--- src/rtl/scu_dma_bus_arbiter.sv ---
// SCU DMA bus arbiter.
// Fixed-priority ownership of the external DMA bus between the three level
// channels (L0 > L1 > L2) and the DSP DMA port, with per-transfer ACK,
// burst preemption after MAX_BURST transfers and a stretched END pulse.
module scu_dma_bus_arbiter #(
  parameter int MAX_BURST = 8,
  parameter int END_LEN   = 4
) (
  input  logic       CLK,
  input  logic       RST,
  input  logic       CE,
  input  logic [3:0] REQ,
  input  logic [3:0] LAST,
  input  logic [3:0] WE,
  output logic [3:0] GNT,
  output logic [3:0] ACK,
  output logic [3:0] END,
  output logic       BUS_REQ,
  output logic [1:0] BUS_SEL,
  output logic       BUS_WE,
  input  logic       BUS_RDY,
  output logic       BUSY
);

  // END must be held for at least one CE cycle, even if configured lower.
  localparam int END_LEN_C = (END_LEN < 1) ? 1 : END_LEN;
  localparam int EW = (END_LEN_C > 1) ? $clog2(END_LEN_C) : 1;
  localparam logic [EW-1:0] END_LAST = EW'(END_LEN_C - 1);

  typedef enum logic [1:0] {
    IDLE = 2'd0,
    XFER = 2'd1,
    HOLD = 2'd2,
    DONE = 2'd3
  } state_t;

  state_t        state, state_nxt;
  logic [1:0]    owner, owner_nxt;
  logic [7:0]    burst_cnt, burst_cnt_nxt;
  logic [EW-1:0] end_cnt, end_cnt_nxt;
  logic [3:0]    ack_q, ack_nxt;

  logic [3:0]    owner_mask;
  logic [3:0]    higher_req;
  logic [7:0]    cnt_inc;
  logic          cnt_at_limit;
  logic          ack_idle;

  // Index of the highest-priority set bit (bit 0 wins); 3 when only DSP or none.
  function automatic logic [1:0] pick(input logic [3:0] r);
    if (r[0])      pick = 2'd0;
    else if (r[1]) pick = 2'd1;
    else if (r[2]) pick = 2'd2;
    else           pick = 2'd3;
  endfunction

  // Helper terms: owner one-hot, requests that outrank the owner, saturating count.
  always_comb begin
    owner_mask   = 4'b0001 << owner;
    higher_req   = REQ & (owner_mask - 4'b0001);
    cnt_inc      = (burst_cnt == 8'hFF) ? burst_cnt : burst_cnt + 8'd1;
    cnt_at_limit = (MAX_BURST != 0) && (int'(cnt_inc) >= MAX_BURST);
    ack_idle     = (ack_q == 4'b0000);
  end

  // State register; everything advances only on CE-qualified edges.
  always_ff @(posedge CLK or posedge RST) begin
    if (RST) begin
      state     <= IDLE;
      owner     <= 2'd0;
      burst_cnt <= 8'd0;
      end_cnt   <= '0;
      ack_q     <= 4'b0000;
    end else if (CE) begin
      state     <= state_nxt;
      owner     <= owner_nxt;
      burst_cnt <= burst_cnt_nxt;
      end_cnt   <= end_cnt_nxt;
      ack_q     <= ack_nxt;
    end
  end

  // Next-state logic: arbitration, transfer completion, preemption and END timing.
  always_comb begin
    state_nxt     = state;
    owner_nxt     = owner;
    burst_cnt_nxt = burst_cnt;
    end_cnt_nxt   = end_cnt;
    ack_nxt       = 4'b0000;
    case (state)
      IDLE: begin
        if (|REQ) begin
          owner_nxt     = pick(REQ);
          burst_cnt_nxt = 8'd0;
          state_nxt     = XFER;
        end
      end
      XFER: begin
        // The bus request is withdrawn while ACK is high, so BUS_RDY is only
        // meaningful once the previous acknowledge has retired.
        if (BUS_RDY && ack_idle) begin
          ack_nxt       = owner_mask;
          burst_cnt_nxt = cnt_inc;
          if (REQ[owner] && LAST[owner]) begin
            state_nxt   = DONE;
            end_cnt_nxt = '0;
          end else if (cnt_at_limit && (|higher_req)) begin
            owner_nxt     = pick(higher_req);
            burst_cnt_nxt = 8'd0;
          end else if (!REQ[owner]) begin
            state_nxt = HOLD;
          end
        end
      end
      HOLD: begin
        if (REQ[owner]) begin
          state_nxt = XFER;
        end else if (|higher_req) begin
          owner_nxt     = pick(higher_req);
          burst_cnt_nxt = 8'd0;
          state_nxt     = XFER;
        end
      end
      DONE: begin
        if (end_cnt == END_LAST) begin
          state_nxt   = IDLE;
          end_cnt_nxt = '0;
        end else begin
          end_cnt_nxt = end_cnt + 1'b1;
        end
      end
      default: state_nxt = IDLE;
    endcase
  end

  // Outputs decoded from registered state so reset clears them immediately.
  always_comb begin
    BUSY    = (state != IDLE);
    GNT     = BUSY ? owner_mask : 4'b0000;
    ACK     = ack_q;
    END     = (state == DONE) ? owner_mask : 4'b0000;
    BUS_REQ = (state == XFER) && ack_idle;
    BUS_SEL = BUS_REQ ? owner : 2'd0;
    BUS_WE  = BUS_REQ & WE[owner];
  end

endmodule

--- config.mk ---
export PLATFORM = sky130hd
export DESIGN_NAME = scu_dma_bus_arbiter
export DESIGN_NICKNAME = d
export VERILOG_FILES = /design/src/rtl/scu_dma_bus_arbiter.sv
export SDC_FILE = /design/constraint.sdc
export NUM_CORES = 1
export LEC_CHECK = 0
export BUFFER_PORTS_ARGS = -buffer_cell sky130_fd_sc_hd__buf_2
export CAP_MARGIN = 30
export CORE_MARGIN = 2
export CORE_UTILIZATION = 30
export CTS_BUF_LIST = sky130_fd_sc_hd__clkbuf_8
export DETAILED_ROUTE_END_ITERATION = 8
export PLACE_DENSITY_LB_ADDON = 0.25
export SYNTH_ARGS = -nofsm -noshare
export SYNTH_HDL_FRONTEND = slang
export SYNTH_SLANG_ARGS = --single-unit
--- constraint.sdc ---
create_clock -name CLK -period 2.6 [get_ports CLK]
set_input_delay 0.13 -clock CLK [delete_from_list [all_inputs] [get_ports CLK]]
set_output_delay 0.13 -clock CLK [all_outputs]
set_load 0.02 [all_outputs]
### Yosys cells after proc, flatten, opt, wreduce, memory -nomap -nowiden

Cells that the tools add are included.

* logic and storage cells: 89
* output and inout bits: 17
* input bits: 16
* register bits: 18

* bitwise gates (word level): 2
* reductions and logical operators: 15
* $add $sub $neg: 3
* equality and inequality tests: 16
* order comparisons: 2
* mux-type cells: 45
* shift-type cells: 1

Operator list (count)
* two-way mux 8 bit: 7
* two-way mux 2 bit: 22
* case mux 8 bit (3 select lines): 1
* two-way mux 4 bit: 4
* != test 2 bit, second input constant: 8
* != test 3 bit, second input constant: 3
* adder 8 x 1 -> 8 bit, second input constant: 1
* == test 8 bit, second input constant: 1
* >= comparator 8 x 4 -> 1 bit, second input constant: 1
* case mux 2 bit (4 select lines): 1
* AND reduction 8 bit: 1
* OR reduction 4 bit: 2
* AND reduction 7 bit: 1
* binary-select mux 1 bit (select 2 bit): 3
* == test 2 bit, second input constant: 3
* case mux 2 bit (3 select lines): 1
* AND reduction 6 bit: 1
* two-way mux 1 bit: 5
* AND 4 bit: 1
* logical AND 1 bit: 4
* zero test 4 bit: 1
* case mux 2 bit (2 select lines): 1
* AND reduction 4 bit: 1
* nonzero test 2 bit: 2
* other kinds (8): 8

### Logic depth before layout (Yosys ltp)

Gate-level depths: netlist (run 1).

* depth after elaboration: 10
* gate-level depth with buffers: 8
* depth with buffers taken out: 8

### Worst setup path after synthesis (run 1)

No wires, ideal clock.

* path kind: reg-to-reg
* start point: register ack_q[0], in the netlist ACK[0]
* end point: register owner[0]
* data required time: 2.475 ns
* stages on the path, launching flop included: 7
* setup slack: 0.325 ns
* arrival time: 2.150 ns
* clock period less this slack: 2.275 ns
* path buffers: 0
* path through: dfrtp_1 nor4_4 a21oi_2 a311o_1 a211o_1 nor2_2 mux2_4

* cells in the longest elaborated chain, start to end: 4

Ends and longest elaborated chain
* from (decl): RTL line 41 `logic [3:0] ack_q, ack_nxt;`
* from (signal assigned): RTL line 79 `ack_q <= ack_nxt;`
* zero test 4 bit: RTL line 63 `ack_idle = (ack_q == 4'b0000);`
* logical AND 1 bit: RTL line 101 `if (BUS_RDY && ack_idle) begin`
* != test 2 bit (no line)
* AND reduction 8 bit (no line)
* to (signal assigned): RTL line 76 `owner <= owner_nxt;`
* to (decl): RTL line 38 `logic [1:0] owner, owner_nxt;`

Every way passes these cells.
A chain may end at the register's enable or synchronous reset.

### Worst setup path in the final report (run 1)

* start point: register owner[1]
* end point: register burst_cnt[0]

* cells in the longest elaborated chain, start to end: 9

Ends and longest elaborated chain
* left shift 1 x 2 -> 4 bit: RTL line 59 `owner_mask = 4'b0001 << owner;`
* subtractor 4 x 1 -> 4 bit: RTL line 60 `higher_req = REQ & (owner_mask - 4'b0001);`
* AND 4 bit: RTL line 60
* OR reduction 4 bit: RTL line 107, 118
* logical AND 1 bit: RTL line 107 `end else if (cnt_at_limit && (|higher_req)) begin`
* two-way mux 8 bit: RTL line 107
* two-way mux 8 bit: RTL line 104 `if (REQ[owner] && LAST[owner]) begin`
* two-way mux 8 bit: RTL line 101
* case mux 8 bit (3 select lines): RTL line 90 `case (state)`
* to (signal assigned): RTL line 77 `burst_cnt <= burst_cnt_nxt;`
* to (decl): RTL line 39 `logic [7:0] burst_cnt, burst_cnt_nxt;`

Several ways; a longest one is shown, not always the timed one. The select of a mux whose other input is x is not followed.

==> summary.txt, run 1 <==
Die
  • Initial core utilization: 31.8%
  • Die Footprint: around 5300 um2
  • # rows: 24
  • Die X: roughly 73 um
  • IO Count: 33
  • Core area: around 4400 um2
  • Die Y: about 73 um

Clocking
  • Root Driver: clkbuf_8
  • Clk pin slew, worst setup/hold paths: roughly 0.080 ns
  • Clk sink count: 18
  • Post-CTS setup buffers: 0
  • Cts bufs inserted: 3
  • CTS tree: done
  • Clock Latency Late Sink: roughly 0.26 ns
  • Hold buffers post-CTS: 0
  • H-tree levels: 1
  • Clk buf depth: 2
  • CTS resizes: 0

Timing
  • Fmax: 0.439 GHz
  • Max_slew headroom: approximately half
  • Worst Tran Pin Value: approximately 0.74 ns
  • Final hold violation count: 18
  • Setup TNS: 0 ns
  • Fin. max-slew vios: 0
  • Final worst path period share: between 80% and 90%
  • Final worst path period need: 2.28 ns
  • Clk_skew: ~0.0043 ns
  • Final setup viols: 0
  • RSZ-0062 raised after global routing: false
  • WHS: -0.0118 ns

Final layout
  • N_diodes: 0
  • Multi-input logic area: about 900 um2
  • Final nets: 207
  • Layout filler cell count: 462
  • Area growth, synth to finish: 19.4%
  • FF/Latch Area: approximately 450 um2
  • Post-Route Utilization: a little under two fifths
  • Layout cells sized above 1: 32.1%

Placement
  • Gpl congestion: around 0.86
  • DP Wirelength: 2710 um
  • # port buffers: 32

Pwr
  • Pint: 0.00101 W
  • Clock share of power: between 10% and 20%
  • Flop pwr share: between 20% and 30%
  • P_leak: 0.800 nW
  • P per Cell Area: roughly 1100 nW/um2
  • Worst VDD drop: approximately 0.56 mV
  • Sw Ratio: 47.1%
  • Comb pwr share: between 60% and 70%
  • Switching power: approximately 0.00090 W

Worst setup path
  • WP data required: ~2.7 ns
  • R2R cell count: 6
  • CP max FO: 14
  • CP Launch Type: register
  • Worst Setup End Kind: register
  • Crit Path Category: reg -> reg
  • Worst path arrival time: 2.42 ns

Global route
  • Largest net degree at the start of global routing: 19
  • First-pass GRT wire length: about 6000 um
  • Vias in the first global route: approximately 1300
  • Remaining Overflow, GRT: 0
  • Initial antenna violation count: 0
  • GRT Overall Usage: 14.7%

Synthesis
  • Most common cell in the netlist: dfrtp_1
  • Yosys top cell area share: roughly a third
  • Netlist cell types: 55
  • Yosys warning count: 0
  • Async SR Flop Fraction: 100%
  • Post-Syn Area per Cell: between 9 and 10 um2
  • Main flop type after synthesis: dfrtp_1
  • Post-Syn Nets: approximately 180
  • Synth Instances: roughly 150
  • #FFs+latches synth: 18
  • EDFF count, synth: 0
  • Synthesized cell area: around 1400 um2
  • Cell taking the most area after synthesis: dfrtp_1
  • Synth top cells by count: dfrtp_1, a21oi_1, nor2_1
  • Largest cells by area after synthesis: dfrtp_1, ha_1, mux4_2, a21oi_1, nor2_1
  • Sequential area share after synthesis: between 30% and 40%

Outcome
  • Status: finished, violations left
  • Failing checks: hold timing

Drt
  • Via density: between 5 and 6
  • Post-route ant nets: 0
  • Vias: roughly 1300
  • Drt initial violations: 64
  • # DRC: 0
  • Drt total wl: between 3000 and 4000 um
  • DRT Pass-1 Iters: 4
  • WL/cell: roughly 15 um

Job
  • # Max-Cap Violations: 0

Worst hold path
  • Hold crit path type: in -> async
==> registers in the layout, summed over array words and instances, names as in the netlist <==
name       cells
burst_cnt      8
ACK            4
end_cnt        2
owner          2
state          2
==> worst paths after layout <==
check                               end        from  slack, ns
min                            owner[1]         RST      -0.01
max reg2reg                burst_cnt[0]    owner[1]       0.32
min in group CLK                 ACK[3]          CE       0.14
max                        burst_cnt[0]    owner[1]       0.32
min reg2reg                  end_cnt[1]  end_cnt[1]       0.52
max in group asynchronous  burst_cnt[7]         RST       2.14
==> power by group through the flow <==
stage	registers (W)	logic (W)	clock network [W]
3_3_place_gp	0.000456	0.00118	0
6_report	0.000459	0.00121	0.000237
3_5_place_dp	0.000467	0.00120	0
5_1_grt	0.000476	0.00134	0.000251
2_1_floorplan	0.000431	0.000912	0
4_1_cts	0.000460	0.00121	0.000240
==> layer usage <==
metal  vias to the layer above  track usage (%)  wire length (um)
met5                         -                0                 0
met4                         0             4.94                51
met3                         5             1.93                99
met2                        32             23.6              1690
met1                       642             20.3              1650
li1                        640                -                 -
==> cell families after synthesis <==
| group | count (synthesis) | synth area share, % |
|---|---|---|
| mux | 8 | 9.11 |
| simple gates | 55 | 22.6 |
| buf+inv | 17 | 4.69 |
| fa+ha+maj | 6 | 5.30 |
| flops | 18 | 31.8 |
| compound gates | 49 | 26.4 |
==> critical path: stages, from the launching register on <==
cell	delay, ns
dfrtp_1	0.62
mux4_2	0.41
clkinv_1	0.12
nand2b_1	0.14
a211oi_4	0.48
o21ai_2	0.12
mux2_4	0.28
==> layout by cell type, fill, tap and decap left out, drive strengths merged, types with 3 or more instances in the layout <==
cell type / netlist / final
clkbuf: 7 / 4
o21ai: 9 / 9
buf: 2 / 36
nand2: 6 / 6
nor2: 13 / 13
and3: 10 / 10
mux2: 3 / 3
nand3: 7 / 7
mux4: 3 / 3
nor2b: 3 / 3
inv: 7 / 7
and2: 3 / 3
a31oi: 4 / 4
a21oi: 13 / 13
dfrtp: 18 / 18
ha: 6 / 6
==> per-stage QoR <==
| stage | std cells | power, W | setup slack (ns) | cell area, um2 |
|---|---|---|---|---|
| final | 236 | 0.00190 | 0.324 | 1690 |
| after detailed placement | 232 | 0.00167 | 0.333 | 1630 |
| after global routing | 236 | 0.00206 | 0.169 | 1690 |
| after global placement | 232 | 0.00164 | 0.327 | 1630 |
| after CTS | 236 | 0.00191 | 0.311 | 1690 |
| after floorplan | 153 | 0.00134 | 0.325 | 1420 |
==> area by class of cell <==
class                      instances  share of cell area, %
timing repair buffer              36                   11.3
sequential                        18                   26.7
tap                               52                   3.85
inverter                           8                   1.78
multi-input combinational        118                   53.2
clock buffer                       4                   3.26
No activity file was read; power rests on OpenSTA's default activity.
==> run 2, diff against run 1 <==
--- a/config.mk
+++ b/config.mk
@@ -5,6 +5,7 @@
 export SDC_FILE = /design/constraint.sdc
 export NUM_CORES = 1
 export LEC_CHECK = 0
+export ABC_AREA = 1
 export BUFFER_PORTS_ARGS = -buffer_cell sky130_fd_sc_hd__buf_2
 export CAP_MARGIN = 30
 export CORE_MARGIN = 2
==> run 2 against run 1 <==
The flow still finishes with violations (hold timing). Cell area increased by 3.6%. Die area increased by 3.4%. Sequential cell count unchanged. Synthesized area increased by 3.6%. Core utilization decreased by 0.97 points. Total power decreased by 11%. Largest cell class unchanged.
==> summary.txt, run 2 <==
Outcome
  • Status: finished, violations left
  • Failing checks: hold timing

Drt
  • Post-route ant nets: 0
  • Vias: around 1400
  • Drt total wl: about 3400 um
  • WL/cell: about 11 um
  • DRT Pass-1 Iters: 4
  • Via density: 4.50
  • Drt initial violations: 58
  • # DRC: 0

Timing
  • Final worst path period share: approximately three quarters
  • Worst Tran Pin Value: just over 0.7 ns
  • Final setup viols: 0
  • Fin. max-slew vios: 0
  • WHS: -0.0218 ns
  • RSZ-0062 raised after global routing: false
  • Final worst path period need: just under 2 ns
  • Max_slew headroom: 51.8%
  • Final hold violation count: 18
  • Clk_skew: around 0.0038 ns
  • Setup TNS: 0 ns
  • Fmax: 0.510 GHz

Final layout
  • N_diodes: 0
  • Fin cells: roughly 320
  • Most frequent cells in the layout: nand2_1, buf_2, inv_1
  • Final nets: about 270
  • Area growth, synth to finish: 19.3%
  • Post-Route Utilization: a little under two fifths
  • Final instance area: approximately 1700 um2
  • Most flops, register: burst_cnt
  • Layout cells sized above 1: between 20% and 30%
  • Commonest non-fill, non-tap cell in the layout: nand2_1
  • Max reg flops: 8

Synthesis
  • #FFs+latches synth: 18
  • Synthesized cell area: about 1500 um2
  • Sequential area share after synthesis: a little under a third
  • Post-Syn Area per Cell: roughly 6.9 um2
  • Cell taking the most area after synthesis: dfrtp_1
  • Synth Instances: around 210
  • Main flop type after synthesis: dfrtp_1
  • Netlist cell types: 33
  • EDFF count, synth: 0
  • Synth top cells by count: nand2_1, inv_1, nor2_1, dfrtp_1, nand3_1
  • Largest cells by area after synthesis: dfrtp_1, nand2_1, inv_1, nor2_1, ha_1
  • Post-Syn Nets: 236
  • Yosys warning count: 0
  • Yosys top cell area share: 30.7%
  • Async SR Flop Fraction: 100%
  • Most common cell in the netlist: nand2_1

Global route
  • First-pass GRT wire length: between 6000 and 7000 um
  • Busiest grt layer: met2
  • Largest net degree at the start of global routing: 19
  • Met2 Resource Use GR: ~22%
  • Remaining Overflow, GRT: 0
  • Vias in the first global route: between 1000 and 1500
  • GR Util met1: between 15 and 20%
  • GRT Overall Usage: about 14%
  • Initial antenna violation count: 0
  • Grt met3 use: about 1.5%

Pwr
  • Pint: ~0.00082 W
  • Sw Ratio: about 52%
  • P_leak: roughly 0.92 nW
  • Clock share of power: between 10% and 20%
  • P per Cell Area: between 900 and 1000 nW/um2
  • Comb pwr share: between 60% and 70%
  • Flop pwr share: about a quarter
  • Worst VDD drop: around 0.47 mV
  • Switching power: about 0.00088 W

Placement
  • DP Wirelength: ~2800 um
  • # port buffers: 32
  • Placed cells: roughly 310
  • Gpl congestion: slightly below 0.9
  • Area post-placement: 1690 um2

Worst setup path
  • WP data required: between 2 and 3 ns
  • Worst path arrival time: ~2.1 ns
  • R2r endpoint: owner[1]
  • Slack of the worst reg-to-reg path: 0.64 ns
  • R2R cell count: 12
  • Crit Path Category: reg -> reg
  • CP max FO: 8
  • FF-to-FF Start: burst_cnt[1]
  • Worst Setup End Kind: register
  • Worst-path cell chain: ha_1 -> nand2_1 -> nor2_1 -> nand2_2 -> nand3_1 -> nor2_1 -> nand3_1 -> nand3_4 -> nand2_2 -> nand2_2 -> nand2_1 -> nand2_1
  • CP max stage delay: 0.42 ns
  • CP Launch Type: register
  • Slowest cell on crit path: dfrtp_1

Clocking
  • Clk sink count: 18
  • Hold buffers post-CTS: 0
  • H-tree levels: 1
  • Root Driver: clkbuf_8
  • Clock Latency Late Sink: about 0.26 ns
  • Cts bufs inserted: 3
  • CTS tree: done
  • CTS resizes: 0
  • Post-CTS setup buffers: 0
  • Clk buf depth: 2
  • Clk pin slew, worst setup/hold paths: approximately 0.070 ns

Die
  • Core area: between 4000 and 5000 um2
  • Die Y: between 70 and 80 um
  • Die Footprint: 5460 um2
  • IO Count: 33
  • Die X: about 74 um
  • # rows: 25
  • Initial core utilization: slightly above 30%

Job
  • # Max-Cap Violations: 0

Worst hold path
  • Hold crit path type: in -> async
==> run 2: changes by cell type after synthesis, sizes merged, moves of 3 or more <==
cell / change
nand2: +65
inv: +29
nor2: +16
a21oi: -10
and3: -10
nand3: +10
clkbuf: -7
nand4: +6
o32ai: +4
a31oi: -3
and2: -3
mux2: -3
mux4: -3
nor2b: -3
==> run 2: metal layers <==
layer | vias to the layer above | share of wire, %
met4 | 0 | 1.5
li1 | 758 | -
met1 | 618 | 52
met5 | - | 0
met2 | 35 | 43
met3 | 5 | 3.4
==> run 2: kinds of logic after synthesis <==
kind of cell	Yosys count	synth area share, %
xor gates and xnor gates	1	0.597
AOI/OAI and AO/OA	24	11.1
DFF	18	30.7
adders and majority gates	6	5.12
buffers and inverters	38	10.3
and+or+nand+nor	127	42.2
==> run 2: final cells by class <==
cell class	instances	area (um2)
clock buffer	4	55.1
fill	504	2970
inverter	36	135
multi-input combinational	158	865
sequential	18	450
tap	67	83.8
timing repair buffer	32	160
==> run 2: worst max-delay path: cells and delay by family (launching register included) <==
| family | cells | cell delay, ns |
|---|---|---|
| fa+ha+maj | 1 | 0.19 |
| simple gates | 11 | 1.24 |
| flops | 1 | 0.42 |
==> run 2: worst max path at each step <==
| stage | to | depth (start not counted) | slack [ns] | from |
|---|---|---|---|---|
| 5_1_grt | owner[1] | 12 | 0.36 | burst_cnt[1] |
| 4_1_cts | owner[1] | 12 | 0.63 | burst_cnt[1] |
| 3_5_place_dp | burst_cnt[0] | 9 | 0.65 | state[1] |
| 2_1_floorplan | state[0] | 9 | 0.85 | state[0] |
| 6_report | owner[1] | 12 | 0.64 | burst_cnt[1] |
| 3_3_place_gp | burst_cnt[0] | 12 | 0.66 | burst_cnt[1] |
==> run 2: power by group through the flow <==
stage	Clock, W	Combinational [W]	Sequential, W
global route	0.000253	0.00117	0.000443
detailed placement	0	0.00104	0.000436
floorplan	0	0.000807	0.000426
global placement	0	0.00105	0.000433
CTS	0.000241	0.00104	0.000429
finish	0.000234	0.00103	0.000427
==> run 2: stage by stage <==
step / worst slack, ns / total power, W
after floorplan: 0.848 / 0.00123
after global placement: 0.657 / 0.00148
after detailed placement: 0.653 / 0.00147
after CTS: 0.631 / 0.00171
after global routing: 0.356 / 0.00187
final: 0.639 / 0.00169
